**src/rtl/pipe_chain.sv**
```systemverilog
// Elastic valid/ready register chain with bubble collapsing, global flush and occupancy count.
// Define PIPE_CHAIN_SKID_EN to add a skid entry ahead of stage 0 so that in_ready comes from a flop.
module pipe_chain #(
  parameter int WIDTH = 32,
  parameter int DEPTH = 1,
  parameter int CNT_W = $clog2(DEPTH + 2)
) (
  input  logic             clk,
  input  logic             rst,
  input  logic             in_valid,
  output logic             in_ready,
  input  logic [WIDTH-1:0] in_data,
  output logic             out_valid,
  input  logic             out_ready,
  output logic [WIDTH-1:0] out_data,
  input  logic             flush,
  output logic [CNT_W-1:0] occupancy
);

  logic [DEPTH-1:0] v_reg;
  logic [DEPTH-1:0] v_next;
  logic [WIDTH-1:0] d_reg [DEPTH];
  logic [WIDTH-1:0] src_d [DEPTH];
  logic [DEPTH-1:0] load;
  logic [DEPTH-1:0] adv;
  logic [CNT_W-1:0] occ_reg;
  logic             push;
  logic             pop;
  logic             s0_free;
  logic             s0_load;
  logic [WIDTH-1:0] s0_data;

  // A stage advances when the stage ahead is empty or is itself advancing.
  assign adv[DEPTH-1] = v_reg[DEPTH-1] & out_ready;

  genvar gi;
  generate
    for (gi = 0; gi < DEPTH - 1; gi++) begin : g_adv
      assign adv[gi] = v_reg[gi] & (~v_reg[gi+1] | adv[gi+1]);
    end

    for (gi = 0; gi < DEPTH; gi++) begin : g_stage
      if (gi == 0) begin : g_first
        assign load[gi]  = s0_load;
        assign src_d[gi] = s0_data;
      end else begin : g_rest
        assign load[gi]  = adv[gi-1];
        assign src_d[gi] = d_reg[gi-1];
      end
      assign v_next[gi] = load[gi] | (v_reg[gi] & ~adv[gi]);
    end
  endgenerate

  assign s0_free = ~v_reg[0] | adv[0];
  assign pop     = adv[DEPTH-1];

`ifdef PIPE_CHAIN_SKID_EN
  logic             sv_reg;
  logic [WIDTH-1:0] sd_reg;

  assign in_ready = ~rst & ~flush & ~sv_reg;
  assign push     = in_valid & in_ready;
  // A held skid entry always goes first so ordering is preserved.
  assign s0_load  = (sv_reg | push) & s0_free;
  assign s0_data  = sv_reg ? sd_reg : in_data;

  always_ff @(posedge clk) begin
    if (rst) begin
      sv_reg <= 1'b0;
      sd_reg <= '0;
    end else if (flush) begin
      sv_reg <= 1'b0;
    end else if (push & ~s0_free) begin
      sv_reg <= 1'b1;
      sd_reg <= in_data;
    end else if (sv_reg & s0_free) begin
      sv_reg <= 1'b0;
    end
  end
`else
  assign in_ready = ~rst & ~flush & s0_free;
  assign push     = in_valid & in_ready;
  assign s0_load  = push;
  assign s0_data  = in_data;
`endif

  always_ff @(posedge clk) begin
    if (rst) begin
      v_reg <= '0;
      for (int k = 0; k < DEPTH; k++) begin
        d_reg[k] <= '0;
      end
    end else begin
      v_reg <= flush ? '0 : v_next;
      for (int k = 0; k < DEPTH; k++) begin
        if (load[k]) begin
          d_reg[k] <= src_d[k];
        end
      end
    end
  end

  always_ff @(posedge clk) begin
    if (rst || flush) begin
      occ_reg <= '0;
    end else begin
      occ_reg <= occ_reg + CNT_W'(push) - CNT_W'(pop);
    end
  end

  assign out_valid = v_reg[DEPTH-1];
  assign out_data  = d_reg[DEPTH-1];
  assign occupancy = occ_reg;

endmodule

```
**config.mk**
```make
export PLATFORM = sky130hd
export DESIGN_NAME = pipe_chain
export DESIGN_NICKNAME = d
export VERILOG_FILES = /design/src/rtl/pipe_chain.sv
export SDC_FILE = /design/constraint.sdc
export NUM_CORES = 1
export LEC_CHECK = 0
export CORE_ASPECT_RATIO = 0.9
export CORE_UTILIZATION = 37
export CTS_CLUSTER_SIZE = 10
export DETAILED_ROUTE_END_ITERATION = 8
export PLACE_DENSITY = 0.74
export SLEW_MARGIN = 10
export SYNTH_ARGS = -nofsm -noshare
export SYNTH_HDL_FRONTEND = slang
export SYNTH_SLANG_ARGS = --single-unit
```
**constraint.sdc**
```tcl
create_clock -name clk -period 2.53 [get_ports clk]
set_input_delay 0.3795 -clock clk [delete_from_list [all_inputs] [get_ports clk]]
set_output_delay 0.3795 -clock clk [all_outputs]
set_load 0.02 [all_outputs]
```
==> results of run 1 <==
## per-stage QoR
step                      worst slack (ns)  cells  util, %  cell area (µm²)
final                                0.391    251     60.5             2500
after global routing                 0.325    251     60.5             2500
after CTS                            0.367    251     60.5             2500
after detailed placement             0.209    243     58.3             2410
after global placement               0.253    243     58.3             2410
after floorplan                      0.440    128        -             1630
## path summary, 6_finish.rpt
check / end / startpoint / slack (ns)
worst max-delay path: in_ready / out_ready / 0.39
worst min-delay path: occupancy[0] / occupancy[0] / 0.61
worst max register to register: occupancy[1] / out_valid / 0.72
worst min register to register: occupancy[0] / occupancy[0] / 0.61
## cells in the final DEF, fill, tap and decap left out, drive strengths merged, types with 2 or more instances in the layout
cell,netlist,final
dfxtp,3,3
clkdlybuf4s50,0,72
nand3b,32,32
buf,9,10
nor3,34,34
and2,2,2
ha,2,2
clkbuf,6,7
edfxtp,32,32
## critical path, cell delays in order
cell and delay [ns]:
clkdlybuf4s50_1 0.52, nor2b_4 0.06, nor3_1 0.15, clkdlybuf4s50_1 0.65
## layer usage
layer,global-route usage [%],part of all wire (%)
met1,22.6,45
met2,30.3,47
met3,4.35,6.2
met4,8.09,1.8
met5,0,0
## power by group
part	switching [mW]	internal [mW]
logic	0.116	0.134
registers	0.00955	0.665
clock network	0.193	0.220
## kinds of logic after synthesis
group	synth area share [%]
compound gates	0.926
xor+xnor	1.39
fa+ha+maj	1.54
buf+inv	4.78
flops	63.0
simple gates	28.4
## layout make-up
class	instances	area, µm²	share of cell area, %
Timing Repair Buffer	82	796	31.8
Clock buffer	7	86.3	3.46
Inverter	1	3.75	0.150
Clock inverter	1	5.00	0.200
Tap cell	48	60.1	2.40
Sequential cell	35	1020	40.9
Multi-Input combinational cell	77	527	21.1
==> qor.yml, run 1 <==
synthTopCellsByArea: "edfxtp_1 59%, nand3b_1 15%, nor3_1 10%"
nNetsFinal: 241
clkLatencyLatePin_ns: 0.28
yosys.area.top_type: "edfxtp_1"
clock_skew_ns: 0.00128
largest_reg_flops: 32
drt_pass1_iterations: 4
grt_pass1_wl_mm: 6.38
yosysUniqueCellTypes: 17
vias: 1306
postCtsSetupBuffers: 0
h-tree-depth: 2
p_leak_nw: 0.893
synth_ff_type: "edfxtp_1"
critPathMaxFanout: 4
power_mw: 1.34
fin_crit_ns: 2.14
grt_overflow: 0
n_fill_cell: 335
cellPowerDensity_mw_per_mm2: 535
area_growth_pct: 54.1
grtUsageTotal_pct: 18.2
place_congestion: 0.725
numPortBuffers: 72
critPathArrivalTime_ns: 1.76
r2r_cells: 7
cts_tree: "done"
die_area_mm2: 0.00465
vias_per_cell: 5.20
wirelength_mm: 3.91
grt_antenna_before_repair: 0
antenna_cells: 0
endpoint_kind: "output port"
clk_path_buf_depth: 2
max_freq_mhz: 467
die_h_um: 64.8
yosys_warnings: 0
hp-class: "reg -> reg"
cts_resized: 0
chipWidth_um: 71.8
cts_hold_buf: 0
synthesis.nets: 167
tightest_slew_ns: 0.338
grt_pass1_vias: 1340
synth_edf_count: 32
yosysMostFrequentCell: "nor3_1"
core_area_mm2: 0.00413
worst_ir_drop_vdd_mv: 0.253
rows: 22
initial_utilization_pct: 39.3
ios: 73
setup_viol: 0
drc: 0
synth-async-reset-ratio_pct: 0
hpwl_mm: 2.77
finalSetupTns_ns: 0
ys_ff_latch: 35
ys_seq_area_share_pct: 63.0
status: "finished clean"
start_kind: "input pin"
syn_inst: 128
synth_common_cells: "34 x nor3_1, 32 x edfxtp_1, 32 x nand3b_1"
hold_viol: 0
hold_path_depth: 2
syn_area_per_cell_um2: 12.7
cts_root_buf: "clkbuf_8"
whs_ns: 0.612
dr.first_iter.drc_count: 97
routedWlPerCell_um: 15.6
cts_buffers: 5
syn_area_mm2: 0.00162
clk_pin_slew_ns: 0.07
drive_gt1_share_pct: 9.85
drv_cap: 0
period_share_pct: 84.6
rsz0062_at_grt: "false"
crit_type: "in -> out"
timing.slew.headroom_pct: 77.5
detail-route-antenna-nets: 0
report.final.slew_viol_count: 0
grt_max_degree: 35
yosysTopAreaCellShare_pct: 59.3
cts_sinks: 35
critPathRequiredTime_ns: 2.15
Power figures use the tool's default switching activity.
==> run 2: changes to the inputs <==
--- a/config.mk
+++ b/config.mk
@@ -6,10 +6,10 @@
 export NUM_CORES = 1
 export LEC_CHECK = 0
 export CORE_ASPECT_RATIO = 0.9
-export CORE_UTILIZATION = 37
+export CORE_UTILIZATION = 41
 export CTS_CLUSTER_SIZE = 10
 export DETAILED_ROUTE_END_ITERATION = 8
-export PLACE_DENSITY = 0.74
+export PLACE_DENSITY = 0.78
 export SLEW_MARGIN = 10
 export SYNTH_ARGS = -nofsm -noshare
 export SYNTH_HDL_FRONTEND = slang
==> constraint.sdc (replaced) <==
create_clock -name clk -period 2.2 [get_ports clk]
set_input_delay 0.33 -clock clk [delete_from_list [all_inputs] [get_ports clk]]
set_output_delay 0.33 -clock clk [all_outputs]
set_load 0.02 [all_outputs]
==> run 2 against run 1 <==
  * Critical path type unchanged
  * Register-to-register slack got worse by 0.35 ns
  * Largest cell class unchanged
  * Critical endpoint unchanged
  * Sequential share of layout area increased by 0.16 points
  * Cell area decreased by 0.40%
  * Wire length is 5.7% higher
==> qor.yml, run 2 (synthesis gave the netlist of run 1 again) <==
final_cell_mix: "72 x clkdlybuf4s50_1, 34 x nor3_1, 32 x nand3b_1, 32 x edfxtp_1, 9 x buf_4"
rows: 21  # -4.5%
ios: 73  # unchanged
grt_max_degree: 36  # +2.9%
start_kind: "input pin"
intPower_mw: 1.17  # +15%
nNetsFinal: 240  # -0.41%
setup_viol: 0  # unchanged
critPathMaxFanout: 2  # -2
chipWidth_um: 68.3  # -4.9%
dr.first_iter.drc_count: 129  # +33%
final_common_cell: "clkdlybuf4s50_1"
status: "finished clean"
drive_gt1_share_pct: 9.41  # -0.45 points
rsz0062_at_grt: "false"
antenna_cells: 0  # unchanged
slowest_delay_ns: 0.64  # about the same
area_growth_pct: 53.5
routedWlPerCell_um: 16.6  # +7.0%
fin_crit_ns: 2.14
grt_pass1_wl_mm: 5.73  # -10%
cts_hold_buf: 0  # unchanged
cts_tree: "done"
crit_type: "in -> out"
drc: 0  # unchanged
layoutNonFillerInstCount: 248  # -1.2%
switching_power_uw: 359  # +13%
h-tree-depth: 2  # unchanged
vias: 1306  # unchanged
critPathArrivalTime_ns: 1.81  # +0.05 ns
seqPwrFrac_pct: 50.8  # +0.3 points
clkLatencyLatePin_ns: 0.28  # about the same
critPathTopFamily: "buffers and inverters"
critPathLaunch: "out_ready"
setup_ws_ns: 0.0570  # -0.334 ns
hpwl_mm: 2.71  # -2.2%
cts_root_buf: "clkbuf_8"
clk_pin_slew_ns: 0.06  # about the same
grt_antenna_before_repair: 0  # unchanged
hold_viol: 0  # unchanged
die_h_um: 61.7  # -4.9%
initial_utilization_pct: 43.2  # +3.9 points
swShare_pct: 23.5  # -0.32 points
largest_reg_flops: 32  # unchanged
path_cells: "clkdlybuf4s50_1 > nor2b_4 > buf_4 > nor3_1 > clkdlybuf4s50_1"
clock_power_share_pct: 30.4  # -0.5 points
cp_common_cell: "clkdlybuf4s50_1"
tightest_slew_ns: 0.360  # +0.0221 ns
clk_path_buf_depth: 2  # unchanged
dp_cells: 240  # -1.2%
cts_resized: 0  # unchanged
cpMaxStageDelayCell: "clkdlybuf4s50_1"
pwr-share-comb_pct: 18.8  # about the same
place_congestion: 0.740  # +2.0%
critPathBufInv: 3  # +1
clock_skew_ns: 0.00626  # +0.00498 ns
postCtsSetupBuffers: 0  # unchanged
worst_ir_drop_vdd_mv: 0.312  # +23%
die_area_mm2: 0.00421  # -9.5%
hp-class: "reg -> reg"
drt_pass1_iterations: 4  # unchanged
worstHoldStart: "occupancy[0]"
regToRegStartpoint: "out_valid"
multi_input_area_um2: 527  # unchanged
vias_per_cell: 5.27  # +1.2%
core_area_mm2: 0.00376  # -9.0%
fin_util_pct: 66.2  # +5.7 points
grtUsageTotal_pct: 19.6  # +1.3 points
numPortBuffers: 72  # unchanged
period_share_pct: 97.4
endpoint_kind: "output port"
cts_sinks: 35  # unchanged
critPathRequiredTime_ns: 1.87  # -0.28 ns
max_freq_mhz: 467
power_mw: 1.53  # +14%
p_leak_nw: 0.889  # -0.52%
seq_area_mm2: 0.00102  # unchanged
cts_buffers: 5  # unchanged
cellPowerDensity_mw_per_mm2: 614  # +15%
timing.slew.headroom_pct: 76.0  # -1.5 points
grt_pass1_vias: 1160  # -13%
report.final.slew_viol_count: 0  # unchanged
place_ws_ns: -0.111  # -0.320 ns
detail-route-antenna-nets: 0  # unchanged
grt_overflow: 0  # unchanged
n_fill_cell: 295  # -12%
wirelength_mm: 4.13  # +5.7%
drv_cap: 0  # unchanged
[run 2: cell count changes in the layout (fill, tap and decap cells not counted)]
cell   delta
buf_4     -1
[run 2: power groups by stage]
stage	Combinational, mW	Sequential (mW)	Clock [mW]
6_report	0.288	0.776	0.465
5_1_grt	0.306	0.779	0.501
4_1_cts	0.290	0.777	0.472
3_5_place_dp	0.288	0.791	0
3_3_place_gp	0.282	0.789	0
2_1_floorplan	0.0776	0.839	0
[run 2: layout make-up]
cell class              instances  share of cell area [%]
well taps                      46                    2.31
flip-flops and latches         35                    41.0
repair buffers                 81                    31.7
clock buffers                   7                    3.47
clock inverters                 1                   0.201
multi-input cells              77                    21.2
inverters                       1                   0.151
[run 2: final timing paths]
path	slack, ns	cells past startpoint	to
setup / recovery	0.06	5	in_ready
hold / removal	0.60	2	occupancy[0]
hold reg to reg	0.60	2	occupancy[0]
setup reg to reg	0.37	7	occupancy[1]
[run 2: worst reg2reg max path, stage by stage, from the launching register on]
cell and delay, ns:
dfxtp_1 0.32, nor2b_4 0.13, or4b_4 0.47, ha_1 0.29, inv_1 0.06, ha_1 0.14
xnor3_1 0.20, nor3_1 0.14
[run 2: per-layer routing]
layer	vias up	GRT usage, %	share of wire [%]
li1	624	-	-
met1	619	22.1	40
met2	57	35.3	52
met3	6	4.81	6.7
met4	0	8.04	1.3
met5	-	0	0
[run 2: stage by stage]
step | hold slack [ns] | instance area (µm²) | TNS (ns)
2_1_floorplan | 0.495 | 1630 | 0
3_3_place_gp | 0.575 | 2400 | -0.0228
3_5_place_dp | 0.589 | 2400 | -0.157
4_1_cts | 0.609 | 2490 | 0
5_1_grt | 0.633 | 2490 | 0
6_report | 0.599 | 2490 | 0
